<file path="src/rtl/trap_ctrl_pkg.sv">
// Shared constants and types for the machine-mode trap controller.
package trap_ctrl_pkg;

  localparam int unsigned IRQ_MSI = 3;
  localparam int unsigned IRQ_MTI = 7;
  localparam int unsigned IRQ_MEI = 11;

  localparam logic [1:0] MTVEC_MODE_VECTORED = 2'b01;

  typedef enum logic [1:0] {
    TS_IDLE,
    TS_REQ,
    TS_REDIR
  } trap_state_t;

endpackage

</file>
<file path="src/rtl/trap_ctrl_mtimer.sv">
// Machine timer: prescaled mtime counter, mtimecmp register and MTIP compare.
module trap_ctrl_mtimer
  import trap_ctrl_pkg::*;
#(
  parameter int unsigned XLEN     = 64,
  parameter int unsigned TICK_DIV = 1
) (
  input  logic            clk,
  input  logic            rst,
  input  logic            mtime_we,
  input  logic            mtimecmp_we,
  input  logic [XLEN-1:0] timer_wdata,
  output logic [XLEN-1:0] mtime,
  output logic [XLEN-1:0] mtimecmp,
  output logic            mtip
);

  localparam logic [7:0] PrescMax = 8'(TICK_DIV - 1);

  logic [7:0] presc_q;
  logic       tick;

  assign tick = (presc_q == PrescMax);

  // Prescaler counts 0..TICK_DIV-1 and wraps on tick.
  always_ff @(posedge clk or posedge rst) begin
    if (rst) begin
      presc_q <= 8'd0;
    end else if (tick) begin
      presc_q <= 8'd0;
    end else begin
      presc_q <= presc_q + 8'd1;
    end
  end

  // mtime: software write has priority over the tick increment.
  always_ff @(posedge clk or posedge rst) begin
    if (rst) begin
      mtime    <= '0;
      mtimecmp <= '1;
    end else begin
      if (mtime_we) begin
        mtime <= timer_wdata;
      end else if (tick) begin
        mtime <= mtime + XLEN'(1);
      end
      if (mtimecmp_we) begin
        mtimecmp <= timer_wdata;
      end
    end
  end

  // Compare on register values, so MTIP reflects a write one cycle later.
  assign mtip = (mtime >= mtimecmp);

endmodule

</file>
<file path="src/rtl/trap_ctrl.sv">
// Machine-mode interrupt sources, arbitration and trap-entry sequencer.
module trap_ctrl
  import trap_ctrl_pkg::*;
#(
  parameter int unsigned XLEN     = 64,
  parameter int unsigned TICK_DIV = 1
) (
  input  logic            clk,
  input  logic            rst,
  input  logic [1:0]      mode,
  input  logic            mstatus_mie,
  input  logic [XLEN-1:0] mie,
  input  logic [XLEN-1:0] mtvec,
  input  logic            ext_irq_in,
  input  logic            msip_set,
  input  logic            msip_clr,
  input  logic            mtime_we,
  input  logic            mtimecmp_we,
  input  logic [XLEN-1:0] timer_wdata,
  output logic [XLEN-1:0] mtime,
  output logic [XLEN-1:0] mtimecmp,
  output logic [XLEN-1:0] mip_value,
  output logic            irq_req,
  output logic [XLEN-1:0] irq_cause,
  input  logic            irq_ack,
  output logic            redirect_valid,
  output logic [XLEN-1:0] redirect_pc
);

  localparam int unsigned CodeW = $clog2(XLEN);

  logic            mtip;
  logic            msip_q;
  logic            ext_meta_q, ext_sync_q;
  logic            global_en;
  logic [XLEN-1:0] pend;
  logic [CodeW-1:0] best_code;
  logic            latched_live;
  logic [XLEN-1:0] vec_base, handler_pc;

  trap_state_t     state_q, state_d;
  logic            req_d, rv_d;
  logic [XLEN-1:0] cause_d, rpc_d;

  trap_ctrl_mtimer #(
    .XLEN    (XLEN),
    .TICK_DIV(TICK_DIV)
  ) u_mtimer (
    .clk        (clk),
    .rst        (rst),
    .mtime_we   (mtime_we),
    .mtimecmp_we(mtimecmp_we),
    .timer_wdata(timer_wdata),
    .mtime      (mtime),
    .mtimecmp   (mtimecmp),
    .mtip       (mtip)
  );

  // Software interrupt bit (set wins) and two-flop external IRQ synchroniser.
  always_ff @(posedge clk or posedge rst) begin
    if (rst) begin
      msip_q     <= 1'b0;
      ext_meta_q <= 1'b0;
      ext_sync_q <= 1'b0;
    end else begin
      if (msip_set) begin
        msip_q <= 1'b1;
      end else if (msip_clr) begin
        msip_q <= 1'b0;
      end
      ext_meta_q <= ext_irq_in;
      ext_sync_q <= ext_meta_q;
    end
  end

  // Live MIP image and fixed-priority arbitration MEI > MSI > MTI.
  always_comb begin
    mip_value          = '0;
    mip_value[IRQ_MEI] = ext_sync_q;
    mip_value[IRQ_MTI] = mtip;
    mip_value[IRQ_MSI] = msip_q;
    global_en          = (mode != 2'b11) || mstatus_mie;
    pend               = mip_value & mie;
    if (pend[IRQ_MEI]) begin
      best_code = CodeW'(IRQ_MEI);
    end else if (pend[IRQ_MSI]) begin
      best_code = CodeW'(IRQ_MSI);
    end else begin
      best_code = CodeW'(IRQ_MTI);
    end
    latched_live = global_en && pend[irq_cause[CodeW-1:0]];
  end

  // Handler address from mtvec; vectored mode adds 4*code to the base.
  always_comb begin
    vec_base = {mtvec[XLEN-1:2], 2'b00};
    if (mtvec[1:0] == MTVEC_MODE_VECTORED) begin
      handler_pc = vec_base + {irq_cause[XLEN-3:0], 2'b00};
    end else begin
      handler_pc = vec_base;
    end
  end

  // Trap sequencer next-state and registered outputs.
  always_comb begin
    state_d = state_q;
    req_d   = irq_req;
    rv_d    = 1'b0;
    cause_d = irq_cause;
    rpc_d   = redirect_pc;
    unique case (state_q)
      TS_IDLE: begin
        if (global_en && (pend != '0)) begin
          cause_d              = '0;
          cause_d[XLEN-1]      = 1'b1;
          cause_d[CodeW-1:0]   = best_code;
          req_d                = 1'b1;
          state_d              = TS_REQ;
        end
      end
      TS_REQ: begin
        // Ack beats a simultaneous drop of the latched source.
        if (irq_ack) begin
          req_d   = 1'b0;
          rv_d    = 1'b1;
          rpc_d   = handler_pc;
          state_d = TS_REDIR;
        end else if (!latched_live) begin
          req_d   = 1'b0;
          state_d = TS_IDLE;
        end
      end
      TS_REDIR: begin
        // One dead cycle lets the CSR file clear mstatus.mie before re-arm.
        req_d   = 1'b0;
        state_d = TS_IDLE;
      end
      default: begin
        req_d   = 1'b0;
        state_d = TS_IDLE;
      end
    endcase
  end

  // Sequencer state and output registers.
  always_ff @(posedge clk or posedge rst) begin
    if (rst) begin
      state_q        <= TS_IDLE;
      irq_req        <= 1'b0;
      irq_cause      <= '0;
      redirect_valid <= 1'b0;
      redirect_pc    <= '0;
    end else begin
      state_q        <= state_d;
      irq_req        <= req_d;
      irq_cause      <= cause_d;
      redirect_valid <= rv_d;
      redirect_pc    <= rpc_d;
    end
  end

endmodule

</file>
<file path="config.mk">
export PLATFORM = sky130hd
export DESIGN_NAME = trap_ctrl
export DESIGN_NICKNAME = d
export VERILOG_FILES = /design/src/rtl/trap_ctrl_pkg.sv /design/src/rtl/trap_ctrl_mtimer.sv /design/src/rtl/trap_ctrl.sv
export SDC_FILE = /design/constraint.sdc
export NUM_CORES = 1
export LEC_CHECK = 0
export CAP_MARGIN = 20
export CORE_MARGIN = 8
export CORE_UTILIZATION = 35
export CTS_BUF_LIST = sky130_fd_sc_hd__clkbuf_8 sky130_fd_sc_hd__clkbuf_16
export CTS_CLUSTER_SIZE = 10
export DETAILED_ROUTE_END_ITERATION = 8
export GPL_ROUTABILITY_DRIVEN = 0
export GPL_TIMING_DRIVEN = 0
export PLACE_DENSITY_LB_ADDON = 0.3
export SLEW_MARGIN = 10
export SYNTH_ARGS = -nofsm -noshare
export SYNTH_HDL_FRONTEND = slang
export SYNTH_HIERARCHICAL = 1
export SYNTH_SLANG_ARGS = --single-unit
</file>
<file path="constraint.sdc">
create_clock -name clk -period 4.45 [get_ports clk]
set_input_delay 0.89 -clock clk [delete_from_list [all_inputs] [get_ports clk]]
set_output_delay 0.89 -clock clk [all_outputs]
set_load 0.005 [all_outputs]
</file>
* After elaboration in Yosys (flattened, before gate mapping)
Index checks and enable logic that the tools add are counted.
** Cells by class
- Reductions and logical operators :: 11
- Bitwise operators :: 1
- Muxes and demuxes :: 20
- Equality and inequality tests :: 5
- Order comparisons :: 2
- Add/sub/neg operators :: 3
** Operators with widths (count)
- 2-to-1 mux 64 bit :: 3
- adder 64 x 1 -> 64 bit, second input constant :: 1
- adder 64 x 8 -> 64 bit :: 1
- AND 12 x 64 -> 64 bit :: 1
- greater-or-equal comparator 64 bit :: 1
- nonzero test 64 bit :: 1
- adder 8 x 1 -> 8 bit, second input constant :: 1
- logical NOT 8 bit :: 1
- 2-to-1 mux 1 bit :: 8
- 2-to-1 mux 8 bit :: 1
- less-than comparator 6 x 7 -> 1 bit, second input constant :: 1
- binary-select mux 1 bit (select 6 bit) :: 1
- 2-to-1 mux 2 bit :: 3
- AND reduction 2 bit :: 3
- == test 2 x 1 -> 1 bit, second input constant :: 2
- 2-to-1 mux 4 bit :: 1
- inequality test 2 bit, second input constant :: 2
- case mux 2 bit (2 select lines) :: 1
- nonzero test 2 bit :: 2
- 2-to-1 mux 3 bit :: 1
- inequality test 3 bit, second input constant :: 1
- logical AND 1 bit :: 2
- logical NOT 2 bit :: 1
- case mux 1 bit (2 select lines) :: 1
- logical OR 1 bit :: 1
** Storage, ports and cells
- Input port bits :: 203
- Register bits :: 214

* Logic depth before layout (Yosys ltp)
- Depth in word-level cells :: 8
- Gate-level depth with buffers :: 12

* Hierarchy
Netlist, hierarchy kept.
** Modules (own cells, without submodules)
- trap_ctrl_mtimer :: times used 1, area an instance 7778.7 um2, cells each 863, seq. area each 3483.3 um2
- trap_ctrl :: times used 1, area an instance 4934.7 um2, cells each 582, seq. area each 1776.7 um2

* Least setup slack after synthesis
Ideal clock, no wire load.
- Path kind :: register -> output
- Start :: reg u_mtimer.mtimecmp[46]
- End :: out mip_value[7]
- Slack :: 1.095 ns
- Stages on the path, launching flop included :: 11
- Required time :: 3.560 ns
- Arrival :: 2.465 ns
- Path buffers :: 1
- Path through :: dfstp_2 inv_1 ha_1 a21oi_1 nand2_1 a221o_1 a211o_1 nor4_1 a21oi_1 or4_1 buf_4
** Between the ends
- Cells in the longest elaborated chain, start to end :: 1
** RTL lines
- from (decl) :: line trap_ctrl_mtimer.sv:14 : output logic [XLEN-1:0] mtimecmp,
- from (signal assigned) :: line trap_ctrl_mtimer.sv:48 : mtimecmp <= timer_wdata;
- greater-or-equal comparator 64 bit :: line trap_ctrl_mtimer.sv:54 : assign mtip = (mtime >= mtimecmp);
- to (decl) :: line trap_ctrl.sv:22 : output logic [XLEN-1:0] mip_value,
No other way between the ends.

* Worst setup path in the final report
- Start :: reg u_mtimer.mtimecmp[47]
- End :: out mip_value[7]
Same word-level chain as after synthesis.

==> impl_metrics.json <==
{
  "clk_root_buffer_cell": "clkbuf_16",
  "dpl.hpwl_mm": 35.9,
  "finClkSkew_ns": 0.00850,
  "sw_frac_of_total_pct": 31.2,
  "grt_overflow": 0,
  "fin_crit_sh_pct": 97.6,
  "first_pass_iters": 5,
  "place_area_um2": 17200,
  "grt_pass1_vias": 11958,
  "hp-start": "ext_meta_q",
  "setup_viol": 0,
  "critPathCaptureType": "output port",
  "crit_buf_inv": 2,
  "synth_cell_types": 56,
  "synth_edf_count": 0,
  "r2r-start": "u_mtimer/mtimecmp[47]",
  "drc": 0,
  "path_delay_family": "simple AND/OR/NAND/NOR gates",
  "dr_total_vias": 11703,
  "cts_tree": "yes",
  "arrival_ns": 3.45,
  "finalWirelength_mm": 45.2,
  "whs_ns": 0.349,
  "ios": 525,
  "hp-class": "flop to flop",
  "peakVddDrop_uv": 259,
  "worst_slew_pin_slew_ns": 0.805,
  "grtUsageTotal_pct": 20.2,
  "fin_ws_ns": 0.106,
  "cts.path.max_buffers": 3,
  "grt_max_degree": 115,
  "crit_chain": "inv_1, ha_1, nand4_1, nor2_1, a221o_1, a211o_1, nor4_4, a21oi_2, or4_4, clkdlybuf4s15_2",
  "cpPeakStageDelay_ns": 0.57,
  "period_needed_ns": 4.34,
  "portBuffers": 339,
  "yosys_most_used_dff": "dfrtp_1",
  "die-area_um2": 42700,
  "synth_warnings": 6,
  "synth_seq_cells": 207,
  "die_y_um": 207,
  "postLayoutCellArea_um2": 18200,
  "clockPowerShare_pct": 30.4,
  "max_freq_mhz": 230,
  "crit_path_start_kind": "flop",
  "hold_viol_final": 0,
  "core_um2": 36200,
  "drt_iter0_drc": 569,
  "dieWidth_um": 207,
  "fin_util_pct": 50.3,
  "area_growth_pct": 43.2,
  "routed_via_density": 4.81,
  "cap_violations": 0,
  "ys_seq_area_share_pct": 41.4,
  "rsz0062_at_grt": "false",
  "syn_area_per_cell_um2": 8.80,
  "cp_slowest_cell": "or4_4",
  "status": "finished, final reports clean",
  "pre_cts_ws_ns": 0.155,
  "internal_power_mw": 4.75,
  "antenna_found_initial": 8,
  "worstSetupStartpoint": "u_mtimer/mtimecmp[47]",
  "htreeDepth": 1,
  "cts_buffers": 27,
  "clock_sinks": 207,
  "total_power_mw": 6.90,
  "drv_slew": 0,
  "seqPwrFrac_pct": 37.9,
  "start_util_pct": 35.1,
  "row_count": 70,
  "power_density_nw_per_um2": 379,
  "clk_pin_slew_ns": 0.06,
  "wl_per_cell_um": 18.6,
  "p_comb_share_pct": 31.7,
  "async_flop_share_pct": 100,
  "postSynthCellCount": 1445,
  "power.leakage_nw": 8.00,
  "drive_above_1_share_pct": 14.6,
  "nFillCells": 3405,
  "critical_path_class": "flop to output port",
  "maxSlewHeadroom_pct": 45.8,
  "ant_nets": 0,
  "cp_max_fo": 2,
  "fin_cells": 2431,
  "grt_pass1_wl_mm": 67.8,
  "nets": 2214,
  "p_sw_mw": 2.15,
  "insertion_delay_ns": 0.55,
  "synth_area_um2": 12700,
  "holdBufCountCts": 0,
  "required_ns": 3.56,
  "place_inst": 2375,
  "setup_tns_ns": 0
}
timing repair:
item | CTS | global route
gates resized for setup | 22 | 0
setup buffers | 4 | 0
setup endpoints to repair | 1 | 0
routing by layer:
layer	GRT usage (%)	share of wire, %
met5	0	0.12
met4	8.58	4.0
met3	6.80	9.6
met2	34.2	48
met1	23.0	38
cell usage in the layout, fill, tap and decap left out, drive strengths merged, types with 3 or more instances in the layout:
| master | netlist | final |
|---|---|---|
| nand4 | 50 | 50 |
| nor4 | 17 | 17 |
| a21oi | 26 | 26 |
| clkbuf | 44 | 76 |
| nor3b | 4 | 4 |
| and3 | 21 | 21 |
| or2 | 4 | 4 |
| o21ai | 197 | 197 |
| nor2 | 66 | 66 |
| and4 | 7 | 7 |
| diode | 0 | 3 |
| ha | 71 | 71 |
| xor2 | 54 | 54 |
| or4 | 4 | 4 |
| buf | 132 | 137 |
| dfrtp | 143 | 143 |
| nand2 | 252 | 252 |
| nor3 | 21 | 21 |
| clkdlybuf4s50 | 0 | 338 |
| a21o | 12 | 12 |
| nor2b | 7 | 7 |
| a211oi | 5 | 5 |
| inv | 85 | 99 |
| nand3 | 53 | 53 |
| and2 | 4 | 4 |
| conb | 1 | 122 |
| or3 | 4 | 4 |
| a31oi | 4 | 4 |
| xnor2 | 73 | 73 |
| dfstp | 64 | 64 |
power by group through the flow:
stage / sequential [mW] / combinational [mW] / clock (mW)
3_5_place_dp: 2.64 / 2.16 / 0
2_1_floorplan: 2.61 / 0.856 / 0
6_report: 2.61 / 2.19 / 2.10
4_1_cts: 2.62 / 2.20 / 2.17
3_3_place_gp: 2.63 / 2.12 / 0
5_1_grt: 2.67 / 2.40 / 2.24
cell type report:
type / instances / area [um2] / share of cell area [%]
diodes: 3 / 7.51 / 0.0412
clock buffers: 32 / 744 / 4.09
plain buffers: 175 / 1140 / 6.28
well taps: 468 / 586 / 3.22
flip-flops and latches: 207 / 5260 / 28.9
clock inverters: 18 / 116 / 0.639
multi-input cells: 1098 / 6540 / 35.9
inverters: 85 / 329 / 1.81
repair buffers: 345 / 3480 / 19.1
state kept, by name, summed over array words and instances, names as in the netlist:
register           cells
state_q                1
redirect_valid         1
u_mtimer/mtime        64
ext_meta_q             1
msip_q                 1
irq_req                1
redirect_pc           62
u_mtimer/mtimecmp     64
ext_sync_q             1
irq_cause              3
u_mtimer/presc_q       8
worst reg2reg max path, stage by stage, from the launching register on:
cell,delay [ns]
dfstp_2,0.54
inv_1,0.05
ha_1,0.30
nand4_1,0.13
nor2_1,0.07
a221o_1,0.29
a211o_1,0.32
nor4_4,0.28
a21oi_2,0.12
or4_4,0.57
buf_4,0.16
nand2_1,0.08
a311oi_1,0.13
or2_2,0.29
Yosys cell counts, types with 2 or more instances:
| master | count | area, um2 |
|---|---|---|
| nor4_1 | 11 | 68.8 |
| o21bai_1 | 2 | 15.0 |
| o21ai_1 | 26 | 130 |
| nor3_1 | 16 | 80.1 |
| mux2_2 | 2 | 22.5 |
| xnor2_1 | 73 | 639 |
| a21o_1 | 12 | 90.1 |
| nor3_2 | 5 | 50.1 |
| and4_1 | 7 | 61.3 |
| or4_1 | 3 | 22.5 |
| nand4_2 | 3 | 37.5 |
| nand2_1 | 252 | 946 |
| nand4_1 | 46 | 288 |
| nor4_4 | 4 | 85.1 |
| a221o_1 | 2 | 20.0 |
| ha_1 | 71 | 888 |
| or3_1 | 2 | 12.5 |
| or3_4 | 2 | 22.5 |
| inv_1 | 85 | 319 |
| a211oi_1 | 5 | 37.5 |
| and3_1 | 21 | 131 |
| dfrtp_1 | 143 | 3580 |
| nor2b_1 | 7 | 43.8 |
| nor4_2 | 2 | 25.0 |
| dfstp_2 | 64 | 1680 |
| clkbuf_1 | 44 | 165 |
| buf_4 | 130 | 976 |
| xor2_1 | 54 | 473 |
| and2_1 | 4 | 25.0 |
| a211o_1 | 2 | 17.5 |
| nor3b_1 | 3 | 22.5 |
| nand3b_1 | 2 | 15.0 |
| a21oi_1 | 26 | 130 |
| a31oi_1 | 4 | 25.0 |
| o21ai_0 | 171 | 856 |
| nand3_2 | 3 | 30.0 |
| or2_2 | 4 | 25.0 |
| nand3_1 | 50 | 250 |
| nor2_1 | 65 | 244 |
cell families after synthesis:
group	after synthesis	synth area share (%)
other cells	1	0.0295
compound gates	255	10.7
xor+xnor	127	8.75
buf+inv	261	11.6
flops	207	41.4
fa+ha+maj	72	7.14
simple gates	519	20.1
mux	3	0.256
path summary, 6_finish.rpt:
check                                     endpoint  slack, ns  cells past startpoint
max in group asynchronous        u_mtimer/mtime[3]       2.87                      3
min in group asynchronous       u_mtimer/mtime[60]       0.77                      2
worst max-delay path                  mip_value[7]       0.11                     10
worst min register to register          ext_sync_q       0.35                      0
worst max register to register        irq_cause[1]       1.00                     13
worst min-delay path                    ext_sync_q       0.35                      0
(Power assumes the default switching activity.)
